File: config.mk
export PLATFORM = sky130hd
export DESIGN_NAME = regfile_wb_arbiter
export DESIGN_NICKNAME = d
export VERILOG_FILES = /design/src/rtl/regfile_wb_arbiter.sv
export SDC_FILE = /design/constraint.sdc
export NUM_CORES = 1
export LEC_CHECK = 0
export BUFFER_PORTS_ARGS = -buffer_cell sky130_fd_sc_hd__buf_2
export CORE_UTILIZATION = 57
export DETAILED_ROUTE_END_ITERATION = 8
export PLACE_DENSITY = 0.8
export SKIP_CTS_REPAIR_TIMING = 1
export SLEW_MARGIN = 10
export SYNTH_ARGS = -nofsm -noshare
export SYNTH_HDL_FRONTEND = slang
export SYNTH_SLANG_ARGS = --single-unit
File: constraint.sdc
create_clock -name clk -period 2.7 [get_ports clk]
set_input_delay 0.27 -clock clk [delete_from_list [all_inputs] [get_ports clk]]
set_output_delay 0.27 -clock clk [all_outputs]
set_load 0.02 [all_outputs]
File: src/rtl/regfile_wb_arbiter.sv
// Register file write-port arbiter: ALU (fast) vs load/multi-cycle (slow, FIFO-buffered) writebacks.
// Latency: one cycle from grant to rf_we/rf_rd/rf_wdata; hazard_stall is combinational.
// Backpressure: mem_wb_ready drops only when the FIFO is full; alu_wb_ready drops while a starved FIFO head is forced out.
//
// Ports:
//   clk, rst                          clock, synchronous active-low reset
//   alu_wb_valid/ready/rd/data        fast writeback request
//   mem_wb_valid/ready/rd/data        slow writeback enqueue into the FIFO
//   pend_set_valid/rd                 mark a slow destination pending at issue
//   rs1_addr, rs2_addr, hazard_stall  read-hazard check against pending slow writes
//   rf_we, rf_rd, rf_wdata            registered register file write port
//   fifo_count                        slow FIFO occupancy
module regfile_wb_arbiter #(
    parameter int XLEN         = 32,
    parameter int DEPTH        = 4,
    parameter int STARVE_LIMIT = 3
) (
    input  logic                       clk,
    input  logic                       rst,
    input  logic                       alu_wb_valid,
    output logic                       alu_wb_ready,
    input  logic [4:0]                 alu_wb_rd,
    input  logic [XLEN-1:0]            alu_wb_data,
    input  logic                       mem_wb_valid,
    output logic                       mem_wb_ready,
    input  logic [4:0]                 mem_wb_rd,
    input  logic [XLEN-1:0]            mem_wb_data,
    input  logic                       pend_set_valid,
    input  logic [4:0]                 pend_set_rd,
    input  logic [4:0]                 rs1_addr,
    input  logic [4:0]                 rs2_addr,
    output logic                       hazard_stall,
    output logic                       rf_we,
    output logic [4:0]                 rf_rd,
    output logic [XLEN-1:0]            rf_wdata,
    output logic [$clog2(DEPTH):0]     fifo_count
);

    localparam int AW = $clog2(DEPTH);
    localparam int CW = AW + 1;
    localparam int SW = $clog2(STARVE_LIMIT + 1);
    localparam logic [CW-1:0] FULL_CNT   = CW'(DEPTH);
    localparam logic [SW-1:0] STARVE_MAX = SW'(STARVE_LIMIT);

    logic [4:0]      fifo_rd  [DEPTH];
    logic [XLEN-1:0] fifo_dat [DEPTH];
    logic [AW-1:0]   wr_ptr;
    logic [AW-1:0]   rd_ptr;
    logic [SW-1:0]   starve_cnt;
    logic [31:0]     pending;
    logic [31:0]     pending_nxt;
    logic            rf_src_slow;

    logic fifo_nonempty;
    logic starved;
    logic enq;
    logic slow_grant;
    logic fast_grant;

    assign fifo_nonempty = (fifo_count != '0);
    assign starved       = (starve_cnt >= STARVE_MAX);
    assign mem_wb_ready  = (fifo_count != FULL_CNT);
    assign alu_wb_ready  = !(fifo_nonempty && starved);
    assign enq           = mem_wb_valid && mem_wb_ready;

    // Slow head goes when the ALU is idle or has been favoured too long.
    assign slow_grant = fifo_nonempty && (!alu_wb_valid || starved);
    assign fast_grant = alu_wb_valid && !slow_grant;

    // FIFO storage needs no reset: occupancy and pointers decide validity.
    always_ff @(posedge clk) begin
        if (enq) begin
            fifo_rd[wr_ptr]  <= mem_wb_rd;
            fifo_dat[wr_ptr] <= mem_wb_data;
        end
    end

    always_ff @(posedge clk) begin
        if (!rst) begin
            wr_ptr     <= '0;
            rd_ptr     <= '0;
            fifo_count <= '0;
        end else begin
            if (enq)        wr_ptr <= wr_ptr + 1'b1;
            if (slow_grant) rd_ptr <= rd_ptr + 1'b1;
            fifo_count <= fifo_count + CW'(enq) - CW'(slow_grant);
        end
    end

    always_ff @(posedge clk) begin
        if (!rst) begin
            starve_cnt <= '0;
        end else if (slow_grant || !fifo_nonempty) begin
            starve_cnt <= '0;
        end else if (fast_grant && !starved) begin
            starve_cnt <= starve_cnt + 1'b1;
        end
    end

    always_ff @(posedge clk) begin
        if (!rst) begin
            rf_we       <= 1'b0;
            rf_rd       <= '0;
            rf_wdata    <= '0;
            rf_src_slow <= 1'b0;
        end else if (slow_grant) begin
            rf_we       <= (fifo_rd[rd_ptr] != 5'd0);
            rf_rd       <= fifo_rd[rd_ptr];
            rf_wdata    <= fifo_dat[rd_ptr];
            rf_src_slow <= 1'b1;
        end else if (fast_grant) begin
            rf_we       <= (alu_wb_rd != 5'd0);
            rf_rd       <= alu_wb_rd;
            rf_wdata    <= alu_wb_data;
            rf_src_slow <= 1'b0;
        end else begin
            rf_we       <= 1'b0;
            rf_src_slow <= 1'b0;
        end
    end

    // Clear retires the slow write being presented now; a new issue to the
    // same register in the same cycle must survive, so set is applied last.
    always_comb begin
        pending_nxt = pending;
        if (rf_we && rf_src_slow) begin
            pending_nxt[rf_rd] = 1'b0;
        end
        if (pend_set_valid && (pend_set_rd != 5'd0)) begin
            pending_nxt[pend_set_rd] = 1'b1;
        end
        pending_nxt[0] = 1'b0;
    end

    always_ff @(posedge clk) begin
        if (!rst) begin
            pending <= '0;
        end else begin
            pending <= pending_nxt;
        end
    end

    // pending[0] is held at zero, so x0 never stalls.
    assign hazard_stall = pending[rs1_addr] | pending[rs2_addr];

endmodule

==> out/results.ini <==
[synth]
synth.area.top_cells=edfxtp_1 47%, dfxtp_1 17%, mux4_2 11%
synthFlopType=edfxtp_1
synth_warnings=0
postSynthAreaPerCell_um2=13.96
synth_top_area_share_pct=46.55
postSynthCellCount=684
ys_types=41
synth_fp_nets=786
synthArstFlopShare_pct=0
synth.ff_latch_count=229
synth_edf_count=148
ys_seq_area_share_pct=63.53
yosysTopAreaCell=edfxtp_1
synth.cell_area_um2=9548

[placed_design]
io_buffers=137
gp_congestion=0.9343
place_inst=1006
dpl.hpwl_mm=14.78

[sta]
setup_viol=0
tns_ns=0
fin_crit_ns=2.523
tightest_slew_ns=0.8727
finalClockSkew_ns=0.01107
hold_viol=0
maxSlewViolCount=0
hold_ws_ns=0.09757
period_share_pct=93.46
rsz0062_at_grt=no
slew_headroom_pct=41.61
fmax_mhz=396.3

[setup_path]
end_kind=flip-flop
path_class=reg2reg
cpLargestDelayFamily=adder cells
cp.required_ns=3.11
start_kind=flip-flop
cp_slowest_stage_delay_ns=0.51
crit_buf_inv=3
r2r-start=fifo_count[1]
cp.arrival_ns=2.94
cp_max_fo=6
cp_common_cell=inv_1
crit_chain=nor2_1, nand2_1, and2_1, inv_1, ha_1, inv_1, ha_1, inv_1, fa_1, xnor2_1, xnor2_1, and2_1
cpMaxStageDelayCell=dfxtp_1
startpoint=fifo_count[1]

[final_layout]
n_antenna_cell=0
layout_common_cells=148 x edfxtp_1, 137 x buf_2, 119 x nand2_1
finalNonFillerCells=1084
nets=954
syn2layout_area_growth_pct=22.21
drive_above_1_share_pct=28.34
fillers=1032
final_common_cell=edfxtp_1

[clocking]
h-tree-depth=1
cts_max_path_buffers=3
clk_latency_ns=0.52
cts_tree=yes
cts.sinks=229
cts_root_buf=clkbuf_16
cts_made_buffers=23
path_clk_slew_ns=0.06

[floorplan]
dieArea_um2=17270
initial_utilization_pct=59.25
coreArea_um2=16120
rows=46
ios=138
dieWidth_um=131.4
fp.dieH_um=131.4

[detailed_routing]
viasPerCell=6.210
routed_wl_mm=23.50
post-route-drc-count=0
drtPass1Iterations=5
drt_iter0_markers=685
num_vias=6732
ant_nets=0
post_drt_wl_per_cell_um=21.68

[global_route]
grt_pass1_wl_mm=35.69
grt_pass1_vias=6774
antenna_found_initial=0
grt_usage_pct=26.58
grt_max_degree=41
grt.overflow.total=0

[run_status]
status=finished clean

[power]
leakagePower_nw=4.225
p_total_w=0.01028
vdd_drop_max_uv=640.0
power_density_nw_per_um2=880.6

[worst_hold_path]
hold_start=alu_wb_data[22]
hold_path.class=in2reg

[job]
maxCapViolCount=0

-- worst paths after layout --
| kind | to | slack, ns | cells past startpoint |
|---|---|---|---|
| hold / removal | rf_wdata[22] | 0.1 | 3 |
| setup reg to reg | fifo_count[2] | 0.18 | 12 |
| hold reg to reg | starve_cnt[0] | 0.43 | 1 |
| setup / recovery | fifo_count[2] | 0.18 | 12 |
-- state kept, by name, indices dropped and copies added, names as in the netlist, named ones only --
| signal | cells |
|---|---|
| rf_src_slow | 1 |
| fifo_rd | 20 |
| rf_rd | 5 |
| fifo_dat | 128 |
| rf_wdata | 32 |
| wr_ptr | 2 |
| rd_ptr | 2 |
| starve_cnt | 2 |
| rf_we | 1 |
| pending | 31 |
| fifo_count | 3 |
-- Yosys cell counts, types with 2 or more instances --
cell type	n
edfxtp_1	148
nand2_1	119
dfxtp_1	81
mux4_2	45
a31oi_1	36
o221ai_1	35
o21ai_0	31
a21boi_0	30
clkbuf_1	26
nor2_1	15
buf_2	11
a21oi_1	8
inv_1	8
and2_1	7
ha_1	7
mux2i_1	7
o211ai_1	7
and3_1	6
nand3b_1	6
buf_4	5
mux4_1	5
nor3b_1	5
mux2_2	3
nand3_1	3
nor2b_1	3
nor3_1	3
or3_1	3
xnor2_1	3
a21boi_1	2
and3b_1	2
buf_6	2
or3b_1	2
xor2_1	2
-- cells by family after synthesis --
kind of cell | share of synthesized area [%]
fa+ha+maj | 1.127
flops | 63.53
compound gates | 10.86
mux | 13.08
simple gates | 8.361
xor+xnor | 0.4587
buf+inv | 2.582
-- metal layers --
| layer | routed length (µm) | track usage [%] |
|---|---|---|
| met5 | 0 | 0 |
| met4 | 529 | 11.37 |
| met3 | 1747 | 5.864 |
| met2 | 11940 | 45.41 |
| met1 | 9282 | 32.58 |
-- stage by stage --
stage                     worst slack [ns]  instance area, µm²  util (%)
after floorplan                     0.1919                9548         -
after global placement              0.3605               10470     64.94
after detailed placement            0.2241               10470     64.94
after CTS                           0.2028               11300     70.11
after global routing               0.06499               11670     72.41
final                               0.1766               11670     72.41
-- power breakdown --
group / total [W] / switching, W / leakage (nW) / internal [W]
sequential: 0.00442 / 0.000253 / 2.02 / 0.00416
combinational: 0.00237 / 0.00140 / 1.79 / 0.000977
clock: 0.00349 / 0.00137 / 0.411 / 0.00212
-- final cells by class --
| type | instances | area, µm² | area share [%] |
|---|---|---|---|
| clock buffers | 25 | 604.3 | 5.179 |
| clock inverters | 16 | 229.0 | 1.962 |
| inverters | 9 | 33.78 | 0.2895 |
| multi-input cells | 402 | 3247 | 27.83 |
| flip-flops and latches | 229 | 6068 | 52.01 |
| well taps | 216 | 270.3 | 2.316 |
| repair buffers | 187 | 1216 | 10.42 |
-- tightest hold or removal path: cells and delay by family --
kind,cells,cell delay [ns]
AOI/OAI and AO/OA,2,0.19
buffers and inverters,1,0.10
(Power assumes the default switching activity.)
